**src/rtl/shift_pkg.sv**
```systemverilog
// Shared types and constants for the operand2 shift sequencer.
package shift_pkg;

  typedef enum logic [2:0] {
    SH_LSL = 3'd0,
    SH_LSR = 3'd1,
    SH_ASR = 3'd2,
    SH_ROR = 3'd3,
    SH_RRX = 3'd4
  } shift_type_e;

  localparam logic [1:0] ST_IDLE   = 2'd0;
  localparam logic [1:0] ST_DECODE = 2'd1;
  localparam logic [1:0] ST_SHIFT  = 2'd2;
  localparam logic [1:0] ST_DONE   = 2'd3;

  localparam int unsigned IR_I_BIT   = 25;
  localparam int unsigned IR_REG_BIT = 4;
  localparam int unsigned IR_TYPE_LO = 5;
  localparam int unsigned IR_TYPE_HI = 6;
  localparam int unsigned IR_AMT_LO  = 7;
  localparam int unsigned IR_AMT_HI  = 11;
  localparam int unsigned IR_ROT_LO  = 8;
  localparam int unsigned IR_ROT_HI  = 11;
  localparam int unsigned IR_IMM_LO  = 0;
  localparam int unsigned IR_IMM_HI  = 7;

  localparam int unsigned MAX_LSR_AMT = 33;
  localparam int unsigned MAX_ASR_AMT = 32;

  localparam int unsigned DATA_W = 32;
  localparam int unsigned AMT_W  = 6;
  localparam int unsigned K_W    = 4;

endpackage

```
**src/rtl/shift_step.sv**
```systemverilog
// Combinational shift of a 32-bit word by k (0..STEP) single-bit steps with carry.
module shift_step
  import shift_pkg::*;
#(
  parameter int unsigned STEP = 1
) (
  input  logic [DATA_W-1:0] data_i,
  input  logic              carry_i,
  input  shift_type_e       type_i,
  input  logic [K_W-1:0]    k_i,
  output logic [DATA_W-1:0] data_c,
  output logic              carry_c
);

  logic lsb;

  // Chain of one-bit steps; carry always reflects the last bit shifted out.
  always_comb begin
    data_c  = data_i;
    carry_c = carry_i;
    lsb     = 1'b0;
    for (int i = 0; i < int'(STEP); i++) begin
      if (K_W'(i) < k_i) begin
        lsb = data_c[0];
        case (type_i)
          SH_LSL: begin
            carry_c = data_c[DATA_W-1];
            data_c  = {data_c[DATA_W-2:0], 1'b0};
          end
          SH_LSR: begin
            data_c  = {1'b0, data_c[DATA_W-1:1]};
            carry_c = lsb;
          end
          SH_ASR: begin
            data_c  = {data_c[DATA_W-1], data_c[DATA_W-1:1]};
            carry_c = lsb;
          end
          SH_ROR: begin
            data_c  = {lsb, data_c[DATA_W-1:1]};
            carry_c = lsb;
          end
          SH_RRX: begin
            data_c  = {carry_c, data_c[DATA_W-1:1]};
            carry_c = lsb;
          end
          default: begin
            data_c  = data_c;
            carry_c = carry_c;
          end
        endcase
      end
    end
  end

endmodule

```
**src/rtl/shift_sequencer.sv**
```systemverilog
// Multi-cycle ARM operand2 shifter: decode, then shift STEP bits per cycle.
// Defining SHIFT_SEQ_STATS_EN adds the op_count/shift_cycles statistics ports.
module shift_sequencer
  import shift_pkg::*;
#(
  parameter int unsigned STEP = 1
) (
  input  logic        clk,
  input  logic        rst_n,
  input  logic        start,
  input  logic        abort,
  input  logic [31:0] ir,
  input  logic [31:0] rm_val,
  input  logic [31:0] rs_val,
  input  logic        c_in,
  output logic        busy,
  output logic        done,
  output logic [31:0] result,
  output logic        c_out
`ifdef SHIFT_SEQ_STATS_EN
  ,
  output logic [31:0] op_count,
  output logic [31:0] shift_cycles
`endif
);

  logic [1:0]        state_q, state_d;
  logic              busy_q, busy_d, done_q, done_d, c_out_q, c_out_d;
  logic [DATA_W-1:0] result_q, result_d;
  logic              i_q, i_d, cin_q, cin_d;
  logic [11:0]       op2_q, op2_d;
  logic [DATA_W-1:0] rm_q, rm_d;
  logic [7:0]        rs_q, rs_d;
  logic [DATA_W-1:0] data_q, data_d;
  logic              carry_q, carry_d;
  logic [AMT_W-1:0]  rem_q, rem_d;
  shift_type_e       type_q, type_d;

  shift_type_e       dec_type;
  logic [AMT_W-1:0]  dec_n;
  logic [DATA_W-1:0] dec_data;
  logic              dec_carry;
  logic [4:0]        amt5;
  logic [K_W-1:0]    k_c;
  logic [DATA_W-1:0] step_data_c;
  logic              step_carry_c;
  logic              unused_ok;

  assign unused_ok = ^{ir[31:26], ir[24:12], rs_val[31:8]};

  // Operand2 decode into shift type, total amount and starting data/carry.
  always_comb begin
    dec_type  = SH_LSL;
    dec_n     = '0;
    dec_data  = rm_q;
    dec_carry = cin_q;
    amt5      = op2_q[IR_AMT_HI:IR_AMT_LO];
    if (i_q) begin
      dec_type = SH_ROR;
      dec_data = DATA_W'(op2_q[IR_IMM_HI:IR_IMM_LO]);
      dec_n    = {1'b0, op2_q[IR_ROT_HI:IR_ROT_LO], 1'b0};
    end else if (!op2_q[IR_REG_BIT]) begin
      case (op2_q[IR_TYPE_HI:IR_TYPE_LO])
        2'b00: begin
          dec_type = SH_LSL;
          dec_n    = AMT_W'(amt5);
        end
        2'b01: begin
          dec_type = SH_LSR;
          dec_n    = (amt5 == 5'd0) ? AMT_W'(32) : AMT_W'(amt5);
        end
        2'b10: begin
          dec_type = SH_ASR;
          dec_n    = (amt5 == 5'd0) ? AMT_W'(32) : AMT_W'(amt5);
        end
        default: begin
          dec_type = (amt5 == 5'd0) ? SH_RRX : SH_ROR;
          dec_n    = (amt5 == 5'd0) ? AMT_W'(1) : AMT_W'(amt5);
        end
      endcase
    end else begin
      case (op2_q[IR_TYPE_HI:IR_TYPE_LO])
        2'b00: begin
          dec_type = SH_LSL;
          dec_n    = (rs_q > 8'(MAX_LSR_AMT)) ? AMT_W'(MAX_LSR_AMT) : AMT_W'(rs_q);
        end
        2'b01: begin
          dec_type = SH_LSR;
          dec_n    = (rs_q > 8'(MAX_LSR_AMT)) ? AMT_W'(MAX_LSR_AMT) : AMT_W'(rs_q);
        end
        2'b10: begin
          dec_type = SH_ASR;
          dec_n    = (rs_q > 8'(MAX_ASR_AMT)) ? AMT_W'(MAX_ASR_AMT) : AMT_W'(rs_q);
        end
        default: begin
          dec_type = SH_ROR;
          dec_n    = (rs_q[4:0] == 5'd0) ? AMT_W'(32) : AMT_W'(rs_q[4:0]);
        end
      endcase
      if (rs_q == 8'd0) dec_n = '0;
    end
  end

  assign k_c = (rem_q < AMT_W'(STEP)) ? K_W'(rem_q) : K_W'(STEP);

  shift_step #(.STEP(STEP)) u_step (
    .data_i  (data_q),
    .carry_i (carry_q),
    .type_i  (type_q),
    .k_i     (k_c),
    .data_c  (step_data_c),
    .carry_c (step_carry_c)
  );

  // Next-state and datapath control; abort overrides every non-IDLE transition.
  always_comb begin
    state_d  = state_q;
    result_d = result_q;
    c_out_d  = c_out_q;
    i_d      = i_q;
    op2_d    = op2_q;
    rm_d     = rm_q;
    rs_d     = rs_q;
    cin_d    = cin_q;
    data_d   = data_q;
    carry_d  = carry_q;
    rem_d    = rem_q;
    type_d   = type_q;
    case (state_q)
      ST_IDLE: begin
        if (start && !abort) begin
          i_d     = ir[IR_I_BIT];
          op2_d   = ir[11:0];
          rm_d    = rm_val;
          rs_d    = rs_val[7:0];
          cin_d   = c_in;
          state_d = ST_DECODE;
        end
      end
      ST_DECODE: begin
        data_d  = dec_data;
        carry_d = dec_carry;
        rem_d   = dec_n;
        type_d  = dec_type;
        if (dec_n == '0) begin
          result_d = dec_data;
          c_out_d  = dec_carry;
          state_d  = ST_DONE;
        end else begin
          state_d = ST_SHIFT;
        end
      end
      ST_SHIFT: begin
        data_d  = step_data_c;
        carry_d = step_carry_c;
        rem_d   = rem_q - AMT_W'(k_c);
        if (rem_d == '0) begin
          result_d = step_data_c;
          c_out_d  = step_carry_c;
          state_d  = ST_DONE;
        end
      end
      default: state_d = ST_IDLE;
    endcase
    if (abort && state_q != ST_IDLE) begin
      state_d  = ST_IDLE;
      result_d = result_q;
      c_out_d  = c_out_q;
    end
    busy_d = (state_d != ST_IDLE);
    done_d = (state_d == ST_DONE);
  end

  always_ff @(posedge clk or negedge rst_n) begin
    if (!rst_n) begin
      state_q  <= ST_IDLE;
      busy_q   <= 1'b0;
      done_q   <= 1'b0;
      result_q <= '0;
      c_out_q  <= 1'b0;
      i_q      <= 1'b0;
      op2_q    <= '0;
      rm_q     <= '0;
      rs_q     <= '0;
      cin_q    <= 1'b0;
      data_q   <= '0;
      carry_q  <= 1'b0;
      rem_q    <= '0;
      type_q   <= SH_LSL;
    end else begin
      state_q  <= state_d;
      busy_q   <= busy_d;
      done_q   <= done_d;
      result_q <= result_d;
      c_out_q  <= c_out_d;
      i_q      <= i_d;
      op2_q    <= op2_d;
      rm_q     <= rm_d;
      rs_q     <= rs_d;
      cin_q    <= cin_d;
      data_q   <= data_d;
      carry_q  <= carry_d;
      rem_q    <= rem_d;
      type_q   <= type_d;
    end
  end

  assign busy   = busy_q;
  assign done   = done_q;
  assign result = result_q;
  assign c_out  = c_out_q;

`ifdef SHIFT_SEQ_STATS_EN
  logic [31:0] op_count_q, op_count_d, shift_cycles_q, shift_cycles_d;

  always_comb begin
    op_count_d     = op_count_q + 32'(state_q == ST_DONE);
    shift_cycles_d = shift_cycles_q + 32'(state_q == ST_SHIFT);
  end

  always_ff @(posedge clk or negedge rst_n) begin
    if (!rst_n) begin
      op_count_q     <= '0;
      shift_cycles_q <= '0;
    end else begin
      op_count_q     <= op_count_d;
      shift_cycles_q <= shift_cycles_d;
    end
  end

  assign op_count     = op_count_q;
  assign shift_cycles = shift_cycles_q;
`endif

endmodule

```
**config.mk**
```make
export PLATFORM = sky130hd
export DESIGN_NAME = shift_sequencer
export DESIGN_NICKNAME = d
export VERILOG_FILES = /design/src/rtl/shift_pkg.sv /design/src/rtl/shift_step.sv /design/src/rtl/shift_sequencer.sv
export SDC_FILE = /design/constraint.sdc
export NUM_CORES = 1
export LEC_CHECK = 0
export BUFFER_PORTS_ARGS = -buffer_cell sky130_fd_sc_hd__buf_4
export CORE_AREA = 2 2 107 150
export DETAILED_ROUTE_END_ITERATION = 10
export DIE_AREA = 0 0 109 152
export GPL_ROUTABILITY_DRIVEN = 0
export PLACE_DENSITY_LB_ADDON = 0.25
export SLEW_MARGIN = 20
export SYNTH_ARGS = -nofsm -noshare
export SYNTH_HDL_FRONTEND = slang
export SYNTH_HIERARCHICAL = 1
export SYNTH_SLANG_ARGS = --single-unit
```
**constraint.sdc**
```tcl
create_clock -name clk -period 2.9 [get_ports clk]
set_input_delay 0.29 -clock clk [delete_from_list [all_inputs] [get_ports clk]]
set_output_delay 0.29 -clock clk [all_outputs]
set_load 0.01 [all_outputs]
```
=== Word level (Yosys, flattened, before mapping) ===
Index checks and enable logic that the tools add are counted.

* Flip-flop bits (word level): 133
* Input port bits: 101
* Output and inout port bits: 35
* Word-level logic and storage cells: 85

* $add $sub $neg: 1
* Order comparisons: 4
* Equal/unequal tests: 11
* Muxes and demuxes: 35
* Bitwise logic cells: 1
* Reductions and logical operators: 19

{| class="wikitable"
|+ Operator list
! operator !! number
|-
| 32-bit case mux with 5 select lines || 1
|-
| 32-bit 2-to-1 mux || 4
|-
| 32-bit case mux with 2 select lines || 2
|-
| 6-bit 2-to-1 mux || 7
|-
| 6-bit case mux with 2 select lines || 3
|-
| 8-bit by 6-bit greater-than comparator with 1-bit output, second input constant || 2
|-
| 6-bit zero test || 2
|-
| 2-bit case mux with 3 select lines || 2
|-
| 5-bit zero test || 2
|-
| 3-bit 2-to-1 mux || 3
|-
| 3-bit case mux with 3 select lines || 1
|-
| 8-bit zero test || 1
|-
| 2-bit == test, second input constant || 3
|-
| 3-bit by 2-bit == test with 1-bit output, second input constant || 2
|-
| 6-bit by 1-bit less-than comparator with 1-bit output, second input constant || 1
|-
| 2-bit 2-to-1 mux || 3
|-
| 1-bit case mux with 2 select lines || 3
|-
| 2-bit nonzero test || 3
|-
| 6-bit by 4-bit subtractor with 6-bit output || 1
|-
| 5-bit 2-to-1 mux || 1
|-
| 2-bit by 1-bit == test with 1-bit output, second input constant || 2
|-
| 2-bit zero test || 2
|-
| 1-bit by 4-bit less-than comparator with 1-bit output, first input constant || 1
|-
| 1-bit 2-to-1 mux || 4
|-
| other kinds (12) || 15
|}

=== Logic depth before layout (Yosys ltp) ===
Gate-level depths: netlist of run 1.

* Depth in word-level cells: 11
* Mapped depth: 11
* Depth with buffers taken out: 10

=== Hierarchy ===
The synthesis of run 1 kept the hierarchy.

{| class="wikitable"
|+ By module, submodules not included
! module !! times used !! cells each !! area each (µm²)
|-
| shift_sequencer || 1 || 456 || 6038.3
|-
| shift_step || 1 || 219 || 1415.1
|}

=== Least setup slack after synthesis of run 1 ===
Ideal clock, no wire load.

* Kind: flip-flop to flip-flop
* From: register rem_q[1]
* To: register result_q[12], in the netlist result[12]
* Library setup time: 0.125 ns
* Arrival: 3.048 ns
* Data required time: 2.775 ns
* Setup slack: -0.273 ns
* Stages on the path, launching flop included: 12
* Buffers on the path: 1
* Cells stage by stage: dfrtp_1 -> or4_1 -> or3_1 -> nand2_1 -> ha_1 -> or3b_2 -> o311ai_0 -> nand2_1 -> a21oi_1 -> nand3b_4 -> buf_6 -> mux2_4

* Cells in the longest elaborated chain, start to end: 6

{| class="wikitable"
|+ Ends and longest elaborated chain
! what !! line !! RTL
|-
| start, declared || shift_sequencer.sv:36 || <nowiki>logic [AMT_W-1:0] rem_q, rem_d;</nowiki>
|-
| start signal, assigned || shift_sequencer.sv:203 || <nowiki>rem_q <= rem_d;</nowiki>
|-
| 6-bit by 1-bit less-than comparator with 1-bit output (*) || shift_sequencer.sv:104 || <nowiki>assign k_c = (rem_q < AMT_W'(STEP)) ? K_W'(rem_q) : K_W'(STEP);</nowiki>
|-
| 4-bit 2-to-1 mux (*) || shift_sequencer.sv:104 ||
|-
| net k_c[0] || shift_sequencer.sv:44 || <nowiki>logic [K_W-1:0] k_c;</nowiki>
|-
| 6-bit by 4-bit subtractor with 6-bit output or 1-bit by 4-bit less-than comparator with 1-bit output (tied branches) || shift_sequencer.sv:156, shift_step.sv:23 ||
|-
| 6-bit zero test or 32-bit 2-to-1 mux (tied branches) || shift_sequencer.sv:157, shift_step.sv:23 ||
|-
| 2-bit != test (no source line) or 32-bit 2-to-1 mux (tied branches) || n/a ||
|-
| 4-bit AND reduction (no source line) or 32-bit case mux with 2 select lines (tied branches) || n/a ||
|-
| end signal, assigned || shift_sequencer.sv:194 || <nowiki>result_q <= result_d;</nowiki>
|-
| end, declared || shift_sequencer.sv:29 || <nowiki>logic [DATA_W-1:0] result_q, result_d;</nowiki>
|}

The timed path passes the listed nets; every way through them passes the cells marked *. The select of a mux whose other input is x is not followed.
A chain may end at the register's enable or synchronous reset.

=== Worst setup path in the final report of run 1 ===
* From: register rem_q[1]
* To: register result_q[28], in the netlist result[28]

Same word-level chain as after synthesis.

==> flow_summary_export.csv, run 1 <==
group,metric,value,unit
logic_synthesis,async_reset_ff_share,100,%
die,die_x,109,µm
logic_synthesis,synth.distinct_cells,52,
detailed_routing,met3_length,840,µm
sta,fin_skew,0.00990,ns
power,p_comb_share,51.5,%
power,swShare,37.6,%
logic_synthesis,synth_edf_count,0,
critical_path,worstPathMaxFanout,8,
cts,cts_max_path_buffers,2,
critical_path,cp.required,3.20,ns
cts,htreeDepth,4,
logic_synthesis,yosys_warnings,6,
cts,path_clk_slew,0.06,ns
die,initial_utilization,48.6,%
die,coreArea,15300,µm²
power,switchingPower,0.00443,W
sta,worst_slack,-0.256,ns
power,p_per_area,1220,nW/µm²
logic_synthesis,synthFlopType,"dfrtp_1",
flow_run,cap_violations,0,
logic_synthesis,synthSimpleGateAreaFrac,8.29,%
final_layout,drive_above_1_share,43.7,%
detailed_routing,wl_per_cell,19.3,µm
grt,grt_max_degree,59,
placed_design,dpl.hpwl,12500,µm
grt,grt_overflow,0,
status,violations,"setup timing",
min_path,worstHoldPathType,"in -> reg",
logic_synthesis,syn-mean-instance-area,11.0,µm²
logic_synthesis,synth_most_common_cell,"dfrtp_1",
logic_synthesis,synth_compound_area_share,20.8,%
logic_synthesis,synth.mux.area_fraction,20.3,%
detailed_routing,drt_iter0_drc,414,
die,rows,54,
cts,clock_latency,0.42,ns
grt,grt_usage,23.9,%
sta,fin_crit_sh,109,%
detailed_routing,routedLengthMet1,7430,µm
logic_synthesis,ys_ff_latch,133,
power,pwr-share-seq,30.7,%
die,dieHeight,152,µm
detailed_routing,wl_met2,10400,µm
grt,grt_pass1_wl,31100,µm
die,dieArea,16600,µm²
logic_synthesis,synth_xor_area_share,0,%
sta,fin_crit,3.16,ns
critical_path,cp.arrival,3.46,ns
sta,setup_violations,64,
logic_synthesis,synthesis.area,7450,µm²
power,total_power,0.0118,W
power,peakVddDrop,0.576,mV
detailed_routing,wl,19200,µm
cts,cts_tree,"yes",
detailed_routing,dr.pass1.iters,5,
die,pin_count,136,
status,outcome,"finished, violations left",
logic_synthesis,ys_seq_area_share,44.7,%
cts,clock-sinks,133,
logic_synthesis,yosysTopAreaCell,"dfrtp_1",
logic_synthesis,synth_cells,675,
final_layout,nFillCells,1213,
power,p_leak,4.30,nW
final_layout,num_antenna_cells,0,
power,internal_power,0.00735,W
detailed_routing,highest_layer,"met4",
sta,rsz0062_at_grt,"true",
logic_synthesis,netlist.area_leader.share,44.7,%
logic_synthesis,synthTopCellsByArea,"dfrtp_1 45%, mux2_2 13%, mux2_4 5.2%, a211oi_1 4.8%, clkbuf_1 2.4%",
detailed_routing,antenna_left,0,
sta,drv_slew,0,
detailed_routing,drc,0,
power,power_frac_clock,17.7,%
logic_synthesis,ys_top_cells_by_count,"133 x dfrtp_1, 88 x mux2_2, 48 x a211oi_1",
grt,antenna_found_initial,0,
sta,max_freq,317,MHz
logic_synthesis,yosys.area_share.adder,1.51,%
cts,cts_root_buf,"clkbuf_16",
critical_path,crit_path_end_kind,"flop",
grt,grt_pass1_vias,6288,
sta,hold_viol_final,0,
placed_design,place_area,8590,µm²
sta,tightest_slew,0.655,ns
sta,slew_headroom,56.4,%
detailed_routing,avgViaCountPerCell,6.10,
final_layout,synthToLayoutAreaGrowth,29.9,%
final_layout,finish.instance_area,9680,µm²
final_layout,fin_nets,902,
detailed_routing,dr_total_vias,6081,
cts,cts_buffers,17,
logic_synthesis,synth_top_family_by_area,"compound AO/OA/AOI/OAI gates",
placed_design,io_buffers,92,
critical_path,crit_type,"reg -> reg",
critical_path,cp-start-kind,"flop",
[path summary, 6_finish.rpt]
path	start	end	slack, ns	depth (start not counted)
min reg2reg	op2_q[1]	op2_q[1]	0.50	1
max in group asynchronous	rst_n	op2_q[11]	1.77	3
max	rem_q[1]	result[28]	-0.26	12
min	rm_val[21]	rm_q[21]	0.1	2
max reg2reg	rem_q[1]	result[28]	-0.26	12
min in group asynchronous	rst_n	result[17]	0.37	2
[what timing repair did]
| action | 4_1_cts | 5_1_grt |
|---|---|---|
| cloned | 4 | 1 |
| hold endpoints to repair | 45 | 0 |
| resized for setup | 39 | 37 |
| hold buffers | 1 | 0 |
| pin swaps | 19 | 14 |
| buffers inserted | 9 | 6 |
| endpoints found under the setup margin | 65 | 67 |
[power by group through the flow]
| stage | sequential [W] | clock, W | combinational, W |
|---|---|---|---|
| after global placement | 0.00353 | 0 | 0.00524 |
| after floorplan | 0.00336 | 0 | 0.00400 |
| final | 0.00362 | 0.00209 | 0.00607 |
| after detailed placement | 0.00359 | 0 | 0.00545 |
| after CTS | 0.00358 | 0.00214 | 0.00592 |
| after global routing | 0.00374 | 0.00221 | 0.00653 |
[through the flow]
| stage | TNS [ns] | instances | hold WS (ns) | setup WS, ns | util (%) |
|---|---|---|---|---|---|
| 6_report | -10.03 | 997 | 0.0957 | -0.256 | 63.1 |
| 3_3_place_gp | -6.70 | 948 | 0.247 | -0.186 | 56.0 |
| 2_1_floorplan | -3.34 | 680 | -0.00559 | -0.129 | - |
| 4_1_cts | -10.21 | 990 | 0.0795 | -0.242 | 61.8 |
| 3_5_place_dp | -9.62 | 948 | 0.253 | -0.246 | 56.0 |
| 5_1_grt | -14.80 | 997 | 0.0857 | -0.326 | 63.1 |
[state kept, by name, summed over array words and instances (netlist names)]
| register | flops |
|---|---|
| rem_q | 6 |
| op2_q | 12 |
| i_q | 1 |
| busy | 1 |
| result | 32 |
| rm_q | 32 |
| done | 1 |
| data_q | 32 |
| rs_q | 8 |
| c_out | 1 |
| type_q | 3 |
| carry_q | 1 |
| cin_q | 1 |
| state_q | 2 |
[critical path: stages, from the launching register on]
cell      delay (ns)
dfrtp_1         0.38
or4_4           0.55
or3_4           0.36
nand2_4         0.07
ha_4            0.12
or3b_4          0.40
o311ai_4        0.10
nand2_1         0.10
a21oi_2         0.23
nand3b_4        0.13
buf_4           0.16
buf_12          0.14
mux2_4          0.29
[placed cells by master, fill, tap and decap left out, types with 15 or more instances in the layout]
master,synthesis,layout
buf_4,0,133
dfrtp_1,133,130
mux2_2,88,82
a211oi_1,48,45
mux2_4,26,32
or3_1,21,20
nand2_1,21,20
nor2_1,47,20
nor2_2,0,20
a22o_1,19,19
clkbuf_16,0,18
o22ai_1,17,17
o21a_1,17,17
a2111oi_0,16,16
inv_1,15,15
o21bai_1,15,15
o41ai_1,15,15
[area by class of cell]
class	count	area [µm²]	area share [%]
clock inverters	5	75.1	0.775
repair buffers	155	1420	14.7
clock buffers	23	488	5.04
multi-input cells	470	4070	42.0
well taps	196	245	2.53
inverters	15	56.3	0.582
flip-flops and latches	133	3330	34.4
[logic make-up after synthesis]
kind of cell | count (synthesis)
AOI/OAI and AO/OA | 206
DFF | 133
muxes | 127
and+or+nand+nor | 122
buffers and inverters | 77
adders and majority gates | 9
other | 1
[layer usage]
layer / up-vias / GRT usage (%)
met4: 0 / 10.4
met1: 3013 / 27.8
met3: 41 / 4.29
met2: 226 / 42.1
li1: 2801 / -
met5: - / 0
Note: power is estimated with default switching activity, not from simulation.
==> run 2: changes to the inputs <==
--- a/config.mk
+++ b/config.mk
@@ -6,9 +6,9 @@
 export NUM_CORES = 1
 export LEC_CHECK = 0
 export BUFFER_PORTS_ARGS = -buffer_cell sky130_fd_sc_hd__buf_4
-export CORE_AREA = 2 2 107 150
+export CORE_AREA = 2 2 106 149
 export DETAILED_ROUTE_END_ITERATION = 10
-export DIE_AREA = 0 0 109 152
+export DIE_AREA = 0 0 108 151
 export GPL_ROUTABILITY_DRIVEN = 0
 export PLACE_DENSITY_LB_ADDON = 0.25
 export SLEW_MARGIN = 20
==> constraint.sdc (replaced) <==
create_clock -name clk -period 2.85 [get_ports clk]
set_input_delay 0.285 -clock clk [delete_from_list [all_inputs] [get_ports clk]]
set_output_delay 0.285 -clock clk [all_outputs]
set_load 0.01 [all_outputs]
==> flow_summary_export.csv, run 2 (synthesis results as in run 1) <==
group,metric,value,unit
status,outcome,"finished, violations left",
status,violations,"setup timing",
grt,grt_usage,23.8,%
detailed_routing,antenna_left,0,
final_layout,mostFrequentLayoutCells,"130 x dfrtp_1, 125 x buf_4, 87 x mux2_2",
detailed_routing,drt_iter0_drc,394,
sta,worst_slack,-0.280,ns
detailed_routing,wl,18900,µm
critical_path,crit_path_end_kind,"flop",
sta,drv_slew,0,
critical_path,cp_slowest_cell,"or4_4",
die,die_x,108,µm
die,pin_count,136,
die,rows,53,
sta,max_freq,319,MHz
detailed_routing,drc,0,
grt,grt_overflow,0,
critical_path,cp.arrival,3.44,ns
grt,antenna_found_initial,0,
cts,cts_buffers,17,
die,dieArea,16300,µm²
grt,grt_max_degree,70,
cts,path_clk_slew,0.05,ns
grt,grt_pass1_vias,6107,
sta,fin_crit_sh,110,%
power,p_leak,4.23,nW
cts,htreeDepth,4,
placed_design,io_buffers,92,
power,peakVddDrop,0.625,mV
cts,clock_latency,0.43,ns
critical_path,crit_path_frequent_cell,"or4_4",
flow_run,cap_violations,0,
die,dieHeight,151,µm
critical_path,crit_type,"reg -> reg",
critical_path,path_delay_family,"simple AND/OR/NAND/NOR gates",
critical_path,crit_buf_inv,3,
critical_path,cp-start-kind,"flop",
final_layout,drive_above_1_share,41.2,%
die,initial_utilization,50.0,%
min_path,hold_start,"rm_val[27]",
cts,clock-sinks,133,
die,coreArea,14900,µm²
grt,grt_pass1_wl,30100,µm
critical_path,r2r_end,"data_q[28]",
sta,rsz0062_at_grt,"true",
final_layout,layout_commonest_cell,"dfrtp_1",
min_path,holdPathEnd,"rm_q[27]",
critical_path,cpPeakStageDelay,0.55,ns
sta,slew_headroom,56.4,%
sta,setup_violations,62,
detailed_routing,wl_per_cell,19.2,µm
final_layout,synthToLayoutAreaGrowth,27.6,%
critical_path,crit_chain,"or4_4 > or3_4 > buf_4 > or4_4 > buf_12 > buf_8 > nor2_1 > a211oi_1 > a22o_1 > mux2_2",
placed_design,dpl.hpwl,12300,µm
cts,cts_max_path_buffers,2,
critical_path,crit-reg2reg-launch,"rem_q[2]",
detailed_routing,avgViaCountPerCell,6.16,
critical_path,worst_r2r_path_depth,10,
detailed_routing,dr_total_vias,6071,
power,p_per_area,1250,nW/µm²
cts,cts_tree,"yes",
final_layout,fin_nets,894,
sta,tightest_slew,0.654,ns
critical_path,worstPathMaxFanout,6,
sta,hold_viol_final,0,
final_layout,utilization,63.8,%
power,total_power,0.0119,W
sta,fin_crit,3.13,ns
detailed_routing,dr.pass1.iters,5,
final_layout,num_antenna_cells,0,
min_path,holdPathStages,2,
critical_path,r2r_slack,-0.28,ns
cts,cts_root_buf,"clkbuf_16",
sta,fin_skew,0.00889,ns
min_path,worstHoldPathType,"in -> reg",
critical_path,cp.required,3.16,ns
placed_design,dp_slack,-0.275,ns
final_layout,nFillCells,1181,
run 2: changes by cell type in the layout (fill, tap and decap cells not counted), moves of 3 or more:
cell	previous run	this run
mux2_4	32	27
mux2_2	82	87
nor2_4	7	0
nor2_2	20	14
nor2_1	20	33
buf_4	133	125
o21ai_1	3	6
run 2: through the flow:
stage               TNS [ns]  instance area, µm²  hold slack (ns)  instances
finish                -11.04                9510           0.0920        985
global placement      -10.64                8520            0.331        940
detailed placement    -13.99                8520            0.342        940
global route          -16.45                9510           0.0828        985
floorplan              -4.65                7510          -0.0106        680
CTS                    -9.76                9420           0.0772        983
run 2: worst max path at each step:
stage | start | endpoint | slack (ns) | cells past startpoint
global placement | rem_q[0] | result[0] | -0.22 | 9
CTS | rem_q[2] | result[28] | -0.25 | 12
floorplan | rem_q[0] | result[12] | -0.18 | 11
detailed placement | rem_q[0] | result[18] | -0.28 | 11
finish | rem_q[2] | data_q[28] | -0.28 | 10
global route | rem_q[2] | result[28] | -0.35 | 10
run 2: what timing repair did:
action                                  4_1_cts  5_1_grt
cloned                                        5        1
resized for setup                            27       25
pin swaps                                    31       12
hold buffers                                  1        0
endpoints found under the setup margin       65       65
hold endpoints to repair                     65        0
buffers inserted                              9        2
run 2: power by group:
part	switching, W	total [W]	internal, W
Sequential	0.000863	0.00366	0.00280
Clock	0.000765	0.00217	0.00140
Combinational	0.00280	0.00607	0.00327
Total	0.00443	0.0119	0.00747
run 2: layout make-up:
class / instances / area (µm²) / share of cell area (%)
Clock buffer: 24 / 512 / 5.38
Clock inverter: 4 / 70.1 / 0.737
Inverter: 15 / 56.3 / 0.592
Multi-Input combinational cell: 470 / 3970 / 41.7
Sequential cell: 133 / 3330 / 35.0
Tap cell: 192 / 240 / 2.53
Timing Repair Buffer: 147 / 1340 / 14.0
run 2: layer usage:
layer | up-vias | GRT usage, % | wire [µm]
met5 | - | 0 | 0
met4 | 0 | 12.6 | 694
met3 | 54 | 4.00 | 847
met2 | 229 | 43.5 | 10100
met1 | 2983 | 26.2 | 7210
li1 | 2805 | - | -
run 2: worst reg2reg max path, stage by stage (launching register included):
cell	delay, ns
dfrtp_1	0.37
or4_4	0.55
or3_4	0.37
buf_4	0.17
or4_4	0.51
buf_12	0.17
buf_8	0.12
nor2_1	0.13
a211oi_1	0.10
a22o_1	0.25
mux2_2	0.27
==> run 3: changes to the inputs <==
==> constraint.sdc (replaced) <==
create_clock -name clk -period 2.7 [get_ports clk]
set_input_delay 0.27 -clock clk [delete_from_list [all_inputs] [get_ports clk]]
set_output_delay 0.27 -clock clk [all_outputs]
set_load 0.01 [all_outputs]
==> flow_summary_export.csv, run 3 (synthesis results as in run 1) <==
group,metric,value,unit
critical_path,worstPathMaxFanout,15,
cts,htreeDepth,4,
grt,grt_overflow,0,
final_layout,nFillCells,1176,
grt,grt_usage,23.2,%
grt,use_met3,3.83,%
placed_design,io_buffers,92,
die,rows,53,
status,violations,"setup timing",
min_path,holdPathStages,2,
sta,fin_crit_sh,115,%
die,pin_count,136,
sta,worst_slack,-0.415,ns
critical_path,r2r_end,"result[23]",
detailed_routing,avgViaCountPerCell,6.13,
sta,tightest_slew,0.641,ns
grt,grt_pass1_wl,29800,µm
critical_path,path_delay_family,"simple AND/OR/NAND/NOR gates",
status,outcome,"finished, violations left",
detailed_routing,drc,0,
cts,cts_root_buf,"clkbuf_16",
final_layout,multiInputGateArea,3980,µm²
grt,grt_use_met1,27.6,%
final_layout,synthToLayoutAreaGrowth,27.3,%
grt,grt_max_degree,66,
power,p_per_area,1320,nW/µm²
cts,cts_buffers,17,
die,die_x,108,µm
critical_path,cp_slowest_cell,"or4_4",
cts,cts_max_path_buffers,2,
grt,busiest_layer,"met2",
critical_path,r2r_slack,-0.41,ns
cts,cts_tree,"yes",
sta,rsz0062_at_grt,"true",
critical_path,crit_path_end_kind,"flop",
cts,clock-sinks,133,
flow_run,cap_violations,0,
final_layout,num_antenna_cells,0,
critical_path,worst_r2r_path_depth,11,
detailed_routing,antenna_left,0,
detailed_routing,dr.pass1.iters,5,
die,coreArea,14900,µm²
critical_path,cp-start-kind,"flop",
min_path,holdPathEnd,"rm_q[15]",
placed_design,dp_slack,-0.365,ns
die,dieArea,16300,µm²
final_layout,mostFrequentLayoutCells,"130 x dfrtp_1, 120 x buf_4, 87 x mux2_2",
sta,fin_crit,3.11,ns
final_layout,fin_nets,888,
min_path,worstHoldPathType,"in -> reg",
sta,tns,-22.18,ns
sta,hold_viol_final,0,
sta,fin_skew,0.0120,ns
final_layout,seq_area,3330,µm²
grt,grt_pass1_vias,5996,
die,initial_utilization,50.0,%
sta,max_freq,321,MHz
placed_design,dp.cells,940,
detailed_routing,dr_total_vias,6025,
power,p_leak,4.19,nW
critical_path,cp.arrival,3.42,ns
final_layout,layout_commonest_cell,"dfrtp_1",
detailed_routing,drt_iter0_drc,270,
critical_path,crit_chain,"or4_4 > or3_4 > nand2_4 > ha_4 > or3b_4 > o311ai_4 > nand2_1 > a21oi_2 > nand3b_4 > buf_12 > mux2_4",
min_path,hold_start,"rm_val[15]",
final_layout,fin_cells,983,
critical_path,crit-reg2reg-launch,"rem_q[0]",
sta,slew_headroom,56.2,%
critical_path,cp.required,3.00,ns
sta,setup_violations,66,
grt,grt_use_met2,42.0,%
detailed_routing,wl_per_cell,19.0,µm
die,dieHeight,151,µm
cts,clock_latency,0.42,ns
final_layout,drive_above_1_share,41.5,%
grt,antenna_found_initial,0,
critical_path,crit_type,"reg -> reg",
critical_path,crit_buf_inv,1,
sta,drv_slew,0,
power,peakVddDrop,0.622,mV
cts,path_clk_slew,0.06,ns
placed_design,dpl.hpwl,12300,µm
critical_path,cpPeakStageDelay,0.55,ns
detailed_routing,wl,18700,µm
-- run 3: cell count changes in the layout (fill, tap and decap cells not counted), sizes merged --
cell	change
buf	-6
clkbuf	-3
bufinv	+2
clkinvlp	+4
inv	+1
-- run 3: per-layer routing --
| metal | up-vias | routed length (µm) |
|---|---|---|
| met2 | 220 | 10200 |
| met3 | 30 | 838 |
| met4 | 0 | 317 |
| met1 | 2973 | 7340 |
| met5 | - | 0 |
| li1 | 2802 | - |
-- run 3: report_power, final --
group | internal [W] | switching, W
Combinational | 0.00324 | 0.00288
Sequential | 0.00295 | 0.000912
Clock | 0.00162 | 0.000888
-- run 3: worst max path at each step --
stage,start,to,cells past startpoint
after global routing,rem_q[0],result[22],11
after global placement,rem_q[0],result[17],11
after floorplan,rem_q[0],result[12],11
final,rem_q[0],result[23],11
after detailed placement,rem_q[0],result[2],11
after CTS,rem_q[0],result[14],11
-- run 3: final cells by class --
cell class | count | area share, %
inverter | 15 | 0.594
timing repair buffer | 141 | 13.0
tap | 192 | 2.53
clock buffer | 21 | 4.96
sequential | 133 | 35.1
multi-input combinational | 470 | 41.9
clock inverter | 11 | 1.82
-- run 3: what timing repair did --
item,4_1_cts,5_1_grt
hold buffers,1,0
endpoints found under the hold margin,63,0
pin swaps,24,13
buffers inserted,2,3
resized for setup,31,23
cloned,4,1
endpoints found under the setup margin,68,68
-- run 3: worst reg2reg max path, cell delays in order, from the launching register on --
cell and delay [ns]:
dfrtp_1 0.39, or4_4 0.55, or3_4 0.43, nand2_4 0.08
ha_4 0.12, or3b_4 0.38, o311ai_4 0.09, nand2_1 0.10
a21oi_2 0.19, nand3b_4 0.16, buf_12 0.20, mux2_4 0.31
-- run 3: through the flow --
step | area [µm²] | power, W | utilization (%) | hold slack, ns
3_5_place_dp | 8550 | 0.00964 | 57.3 | 0.309
6_report | 9490 | 0.0125 | 63.6 | 0.0748
4_1_cts | 9360 | 0.0123 | 62.7 | 0.0666
2_1_floorplan | 7510 | 0.00791 | - | -0.0256
5_1_grt | 9490 | 0.0132 | 63.6 | 0.0708
3_3_place_gp | 8550 | 0.00937 | 57.3 | 0.306
